$ cat src/rtl/spi_cfg_regs_if.sv
// SPI pin bundle between an off-chip master and the spi_cfg_regs slave.
interface spi_cfg_regs_if;
    logic sclk;
    logic copi;
    logic ncs;
    logic cipo;

    modport master (output sclk, output copi, output ncs, input cipo);
    modport slave  (input sclk, input copi, input ncs, output cipo);
endinterface

$ cat src/rtl/spi_cfg_regs.sv
// SPI-slave (mode 0) block that programs the PWM control registers from off-chip.
// Define SPI_READBACK_EN to return register contents on cipo for read frames.
module spi_cfg_regs #(
    parameter int unsigned SYNC_STAGES = 2,      // synchroniser depth, must be >= 2
    parameter logic [6:0]  MAX_ADDR    = 7'h04
) (
    input  logic          clk,
    input  logic          rst_n,
    spi_cfg_regs_if.slave spi,
    output logic [7:0]    en_reg_out_7_0,
    output logic [7:0]    en_reg_out_15_8,
    output logic [7:0]    en_reg_pwm_7_0,
    output logic [7:0]    en_reg_pwm_15_8,
    output logic [7:0]    pwm_duty_cycle,
    output logic          cfg_update
);

    typedef enum logic [1:0] {StIdle, StShift, StCommit} state_e;

    logic [SYNC_STAGES-1:0] sclk_sync_q, copi_sync_q, ncs_sync_q;
    logic                   sclk_hist_q, ncs_hist_q;
    logic                   sclk_s, copi_s, ncs_s;
    logic                   sclk_rise, ncs_rise, ncs_fall;

    state_e      state_q, state_d;
    logic [4:0]  cnt_q, cnt_d;
    logic [15:0] shreg_q, shreg_d;
    logic [7:0]  regs_q [5];
    logic        cfg_update_q;
    logic        commit_ok;
    logic [6:0]  addr;

    always_ff @(posedge clk or negedge rst_n) begin
        if (!rst_n) begin
            sclk_sync_q <= '0;
            copi_sync_q <= '0;
            ncs_sync_q  <= '1;
            sclk_hist_q <= 1'b0;
            ncs_hist_q  <= 1'b1;
        end else begin
            sclk_sync_q <= {sclk_sync_q[SYNC_STAGES-2:0], spi.sclk};
            copi_sync_q <= {copi_sync_q[SYNC_STAGES-2:0], spi.copi};
            ncs_sync_q  <= {ncs_sync_q[SYNC_STAGES-2:0], spi.ncs};
            sclk_hist_q <= sclk_s;
            ncs_hist_q  <= ncs_s;
        end
    end

    assign sclk_s    = sclk_sync_q[SYNC_STAGES-1];
    assign copi_s    = copi_sync_q[SYNC_STAGES-1];
    assign ncs_s     = ncs_sync_q[SYNC_STAGES-1];
    assign sclk_rise = sclk_s & ~sclk_hist_q;
    assign ncs_rise  = ncs_s & ~ncs_hist_q;
    assign ncs_fall  = ~ncs_s & ncs_hist_q;
    assign addr      = shreg_q[14:8];

    // Counter saturates at 17 so any frame longer than 16 bits is recognisably invalid.
    always_comb begin
        state_d   = state_q;
        cnt_d     = cnt_q;
        shreg_d   = shreg_q;
        commit_ok = 1'b0;
        unique case (state_q)
            StIdle: begin
                if (ncs_fall) begin
                    state_d = StShift;
                    cnt_d   = '0;
                    shreg_d = '0;
                end
            end
            StShift: begin
                if (ncs_rise) begin
                    state_d = StCommit;
                end else if (sclk_rise) begin
                    shreg_d = {shreg_q[14:0], copi_s};
                    if (cnt_q != 5'd17) cnt_d = cnt_q + 5'd1;
                end
            end
            StCommit: begin
                commit_ok = (cnt_q == 5'd16) && shreg_q[15] && (addr <= MAX_ADDR);
                if (ncs_fall) begin
                    state_d = StShift;
                    cnt_d   = '0;
                    shreg_d = '0;
                end else begin
                    state_d = StIdle;
                end
            end
            default: state_d = StIdle;
        endcase
    end

    always_ff @(posedge clk or negedge rst_n) begin
        if (!rst_n) begin
            state_q <= StIdle;
            cnt_q   <= '0;
            shreg_q <= '0;
        end else begin
            state_q <= state_d;
            cnt_q   <= cnt_d;
            shreg_q <= shreg_d;
        end
    end

    always_ff @(posedge clk or negedge rst_n) begin
        if (!rst_n) begin
            for (int i = 0; i < 5; i++) regs_q[i] <= '0;
            cfg_update_q <= 1'b0;
        end else begin
            cfg_update_q <= commit_ok;
            if (commit_ok) begin
                case (addr)
                    7'h00:   regs_q[0] <= shreg_q[7:0];
                    7'h01:   regs_q[1] <= shreg_q[7:0];
                    7'h02:   regs_q[2] <= shreg_q[7:0];
                    7'h03:   regs_q[3] <= shreg_q[7:0];
                    7'h04:   regs_q[4] <= shreg_q[7:0];
                    default: ;
                endcase
            end
        end
    end

    assign en_reg_out_7_0  = regs_q[0];
    assign en_reg_out_15_8 = regs_q[1];
    assign en_reg_pwm_7_0  = regs_q[2];
    assign en_reg_pwm_15_8 = regs_q[3];
    assign pwm_duty_cycle  = regs_q[4];
    assign cfg_update      = cfg_update_q;

`ifdef SPI_READBACK_EN
    logic       sclk_fall;
    logic [7:0] rd_sel;
    logic [7:0] rd_q;
    logic       cipo_q;

    assign sclk_fall = ~sclk_s & sclk_hist_q;

    // After 8 bits the shift register holds {rw, addr}, so the address is shreg_q[6:0] here.
    always_comb begin
        rd_sel = 8'h00;
        if (shreg_q[6:0] <= MAX_ADDR) begin
            case (shreg_q[6:0])
                7'h00:   rd_sel = regs_q[0];
                7'h01:   rd_sel = regs_q[1];
                7'h02:   rd_sel = regs_q[2];
                7'h03:   rd_sel = regs_q[3];
                7'h04:   rd_sel = regs_q[4];
                default: rd_sel = 8'h00;
            endcase
        end
    end

    always_ff @(posedge clk or negedge rst_n) begin
        if (!rst_n) begin
            rd_q   <= '0;
            cipo_q <= 1'b0;
        end else if (state_q != StShift || ncs_rise) begin
            rd_q   <= '0;
            cipo_q <= 1'b0;
        end else if (sclk_fall) begin
            if (cnt_q == 5'd8 && !shreg_q[7]) begin
                cipo_q <= rd_sel[7];
                rd_q   <= {rd_sel[6:0], 1'b0};
            end else begin
                cipo_q <= rd_q[7];
                rd_q   <= {rd_q[6:0], 1'b0};
            end
        end
    end

    assign spi.cipo = cipo_q;
`else
    assign spi.cipo = 1'b0;
`endif

endmodule

$ cat src/flat_wrapper.sv
// flat-port wrapper written by rule: the top's interface ports become plain ports
module spi_cfg_regs_flat 
#(
    parameter int unsigned SYNC_STAGES = 2,                                         
    parameter logic [6:0]  MAX_ADDR    = 7'h04
)
  (clk, rst_n, en_reg_out_7_0, en_reg_out_15_8, en_reg_pwm_7_0, en_reg_pwm_15_8, pwm_duty_cycle, cfg_update, spi_sclk, spi_copi, spi_ncs, spi_cipo);
  spi_cfg_regs_if spi_i ();
  input  logic clk;
  input  logic rst_n;
  output logic [7:0] en_reg_out_7_0;
  output logic [7:0] en_reg_out_15_8;
  output logic [7:0] en_reg_pwm_7_0;
  output logic [7:0] en_reg_pwm_15_8;
  output logic [7:0] pwm_duty_cycle;
  output logic cfg_update;
  input wire logic [$bits(spi_i.sclk)-1:0] spi_sclk;
  input wire logic [$bits(spi_i.copi)-1:0] spi_copi;
  input wire logic [$bits(spi_i.ncs)-1:0] spi_ncs;
  output wire logic [$bits(spi_i.cipo)-1:0] spi_cipo;
  assign spi_i.sclk = spi_sclk;
  assign spi_i.copi = spi_copi;
  assign spi_i.ncs = spi_ncs;
  assign spi_cipo = spi_i.cipo;
  spi_cfg_regs #(.SYNC_STAGES(SYNC_STAGES), .MAX_ADDR(MAX_ADDR)) u_core (.clk(clk), .rst_n(rst_n), .spi(spi_i), .en_reg_out_7_0(en_reg_out_7_0), .en_reg_out_15_8(en_reg_out_15_8), .en_reg_pwm_7_0(en_reg_pwm_7_0), .en_reg_pwm_15_8(en_reg_pwm_15_8), .pwm_duty_cycle(pwm_duty_cycle), .cfg_update(cfg_update));
endmodule
$ cat config.mk
export PLATFORM = sky130hd
export DESIGN_NAME = spi_cfg_regs_flat
export DESIGN_NICKNAME = d
export VERILOG_FILES = /design/src/rtl/spi_cfg_regs_if.sv /design/src/rtl/spi_cfg_regs.sv /design/src/flat_wrapper.sv
export SDC_FILE = /design/constraint.sdc
export NUM_CORES = 1
export LEC_CHECK = 0
export ABC_CLOCK_PERIOD_IN_PS = 2400
export BUFFER_PORTS_ARGS = -buffer_cell sky130_fd_sc_hd__buf_2
export CORE_ASPECT_RATIO = 1.4
export CORE_MARGIN = 2
export CORE_UTILIZATION = 40
export DETAILED_ROUTE_END_ITERATION = 10
export GPL_TIMING_DRIVEN = 0
export PLACE_DENSITY_LB_ADDON = 0.15
export SLEW_MARGIN = 20
export SYNTH_ARGS = -nofsm -noshare
export SYNTH_HDL_FRONTEND = slang
export SYNTH_SLANG_ARGS = --single-unit
$ cat constraint.sdc
create_clock -name clk -period 2.4 [get_ports clk]
set_input_delay 0.36 -clock clk [delete_from_list [all_inputs] [get_ports clk]]
set_output_delay 0.36 -clock clk [all_outputs]
set_load 0.01 [all_outputs]
==> flow_summary.toml <==
[synth]
syn_area_um2 = 2880
ys_ff_latch = 72
netlist_instances = 218
synth_top_area_share_pct = 60.0
synth_nets = 226
synth_area_leaders = "dfrtp_1, mux2_2, nand2_1"
yosysWarningCount = 0
syn_area_per_cell_um2 = 13.2
yosysTopAreaCell = "dfrtp_1"
seq_area_frac_synth_pct = 62.7
yosysUniqueCellTypes = 33

[power_and_ir_drop]
switching_share_pct = 26.2
power_density_nw_per_um2 = 702
p_int_mw = 1.79
power_frac_seq_pct = 53.4
clkPwrFrac_pct = 38.5
p_comb_share_pct = 8.1
p_leak_nw = 1.76
power.net_switching_uw = 636
ir_drop_mv = 0.398

[job]
drv_cap = 0

[hold_path]
worstHoldStart = "spi_ncs"
hp-class = "in2reg"

[floorplan]
core_region_area_um2 = 6980
start_util_pct = 41.2
ios = 47
fp.dieW_um = 75.7
die_height_um = 104
die-area_um2 = 7900
row_count = 36

[timing]
finClkSkew_ns = 0.0148
period_minus_slack_ns = 2.16
rsz0062_at_grt = "false"
tns_ns = 0
slew_headroom_pct = 57.0
finalHoldViolCount = 0
setup_viol_count_final = 0
drv_slew = 0
fin_crit_sh_pct = 89.9
tightestPinTransition_ns = 0.643
fmax_mhz = 463

[cells_and_area]
final_common_cell = "dfrtp_1"
stdcell_area_um2 = 3460
synthToLayoutAreaGrowth_pct = 20.2
fin_nets = 284
layout_common_cells = "dfrtp_1, buf_2, mux2_2"
fillerInstances = 628
drive_gt1_share_pct = 39.9
num_antenna_cells = 0

[placed_design]
placed_cell_area_um2 = 3250
post-dp-hpwl_um = 3740
port_buffers = 45
gp_congestion = 0.725

[clock_tree]
cts_inserted_buffers = 9
worstSkewPairLatency_ns = 0.35
tritoncts = "done"
cts.sinks = 72
root_buffer = "clkbuf_8"
htreeDepth = 3
path_clk_slew_ns = 0.07
cts.path.max_buffers = 2
cts-resized-gates = 0

[drt]
drtIter0Drc = 80
post_drt_wl_per_cell_um = 15.0
ant_nets = 0
first_pass_iters = 4
drc = 0
routed_wl_um = 5640
via_per_inst = 4.87
vias = 1832

[global_routing]
grt_usage_pct = 15.8
gr-total-overflow = 0
grt_pass1_vias = 1776
grt_first_pass_wirelength_um = 9180
grt_max_degree = 57
antenna_found_initial = 0

[setup_path]
crit_type = "reg2reg"
critPathMaxFanout = 8
startpoint_type = "flop"
worstPathArrival_ns = 2.39
r2r_start = "u_core.shreg_q[11]$_DFFE_PN0P_"
crit_start = "u_core.shreg_q[11]$_DFFE_PN0P_"
worstPathRequired_ns = 2.63
end_kind = "flop"

[outcome]
status = "complete, no violations"
worst paths after layout:
check | to | slack, ns | depth (start not counted)
max | u_core.en_reg_out_15_8[3]$_DFFE_PN0P_ | 0.24 | 4
min | u_core.ncs_sync_q[0]$_DFF_PN1_ | 0.11 | 1
max reg2reg | u_core.en_reg_out_15_8[3]$_DFFE_PN0P_ | 0.24 | 4
min reg2reg | u_core.ncs_sync_q[1]$_DFF_PN1_ | 0.36 | 0
max in group asynchronous | u_core.shreg_q[11]$_DFFE_PN0P_ | 1.44 | 3
min in group asynchronous | u_core.state_q[0]$_DFFE_PN0P_ | 0.42 | 2
critical path, cell delays in order (launching register included):
cell     delay, ns
dfrtp_1       0.40
nor4b_2       0.39
nand4_2       0.28
nor3b_4       0.58
mux2_2        0.39
layout make-up:
type,instances,area [um2],area share (%)
buffer,9,38.8,1.12
clock inverter,7,72.6,2.10
clock buffer,9,124,3.58
tap,95,119,3.44
timing repair buffer,47,265,7.67
multi-input combinational,135,1030,29.7
inverter,2,7.51,0.217
sequential,72,1810,52.2
cells in the mapped netlist:
library cell  instances
a21o_1                1
a31oi_1               3
and3_1                2
and3b_1               1
and4_1                2
buf_1                 1
buf_2                 1
buf_4                 1
clkbuf_1              6
conb_1                1
dfrtp_1              69
dfstp_2               3
ha_1                  3
inv_1                 2
mux2_1                1
mux2_2               39
mux2i_1               3
nand2_1              35
nand2b_1              2
nand3b_1              1
nand4_1               2
nand4_2               1
nor2_1                5
nor2b_1               4
nor3_1                1
nor3_4                1
nor3b_1               3
nor3b_4               2
nor4_1                1
nor4b_2               2
o21ai_0              17
xnor2_1               1
xor2_1                1
logic make-up (layout without fill, tap and decap cells):
family / after synthesis / after routing / synth area share [%]
other cells: 1 / 1 / 0.130
mux: 43 / 43 / 16.7
compound gates: 21 / 21 / 3.87
flops: 72 / 72 / 62.7
simple gates: 65 / 65 / 13.1
xor+xnor: 2 / 2 / 0.609
buf+inv: 11 / 74 / 1.61
fa+ha+maj: 3 / 3 / 1.30
per-layer routing:
layer / vias up / GRT usage [%] / part of all wire, %
li1: 868 / - / -
met1: 905 / 20.4 / 43
met2: 43 / 24.1 / 51
met3: 16 / 3.88 / 3.6
met4: 0 / 8.15 / 3.1
met5: - / 0 / 0
power groups by stage:
stage	sequential [mW]	clock, mW	combinational [mW]
4_1_cts	1.30	0.962	0.202
5_1_grt	1.31	1.02	0.227
6_report	1.30	0.935	0.198
3_3_place_gp	1.32	0	0.189
3_5_place_dp	1.32	0	0.197
2_1_floorplan	1.31	0	0.124
state kept, by name, indices dropped and copies added (netlist names):
name,cells
u_core.copi_sync_q,2
u_core.pwm_duty_cycle,8
u_core.sclk_hist_q,1
u_core.cnt_q,5
u_core.state_q,2
u_core.shreg_q,16
u_core.ncs_hist_q,1
u_core.cfg_update,1
u_core.en_reg_pwm_7_0,8
u_core.en_reg_pwm_15_8,8
u_core.en_reg_out_7_0,8
u_core.ncs_sync_q,2
u_core.en_reg_out_15_8,8
u_core.sclk_sync_q,2
through the flow:
stage | setup slack (ns) | instances | power, mW | hold slack [ns] | util, %
floorplan | 0.546 | 218 | 1.43 | 0.0644 | -
global placement | 0.187 | 358 | 1.51 | 0.335 | 46.2
detailed placement | 0.186 | 359 | 1.52 | 0.245 | 46.6
CTS | 0.176 | 376 | 2.46 | 0.0958 | 49.6
global route | 0.114 | 376 | 2.56 | 0.0917 | 49.6
finish | 0.242 | 376 | 2.43 | 0.109 | 49.6
repair_timing:
item,4_1_cts,5_1_grt
buffers inserted,0,0
hold buffers,1,0
hold endpoints to repair,13,0
setup endpoints to repair,0,0
Note: power is estimated with default switching activity, not from simulation.
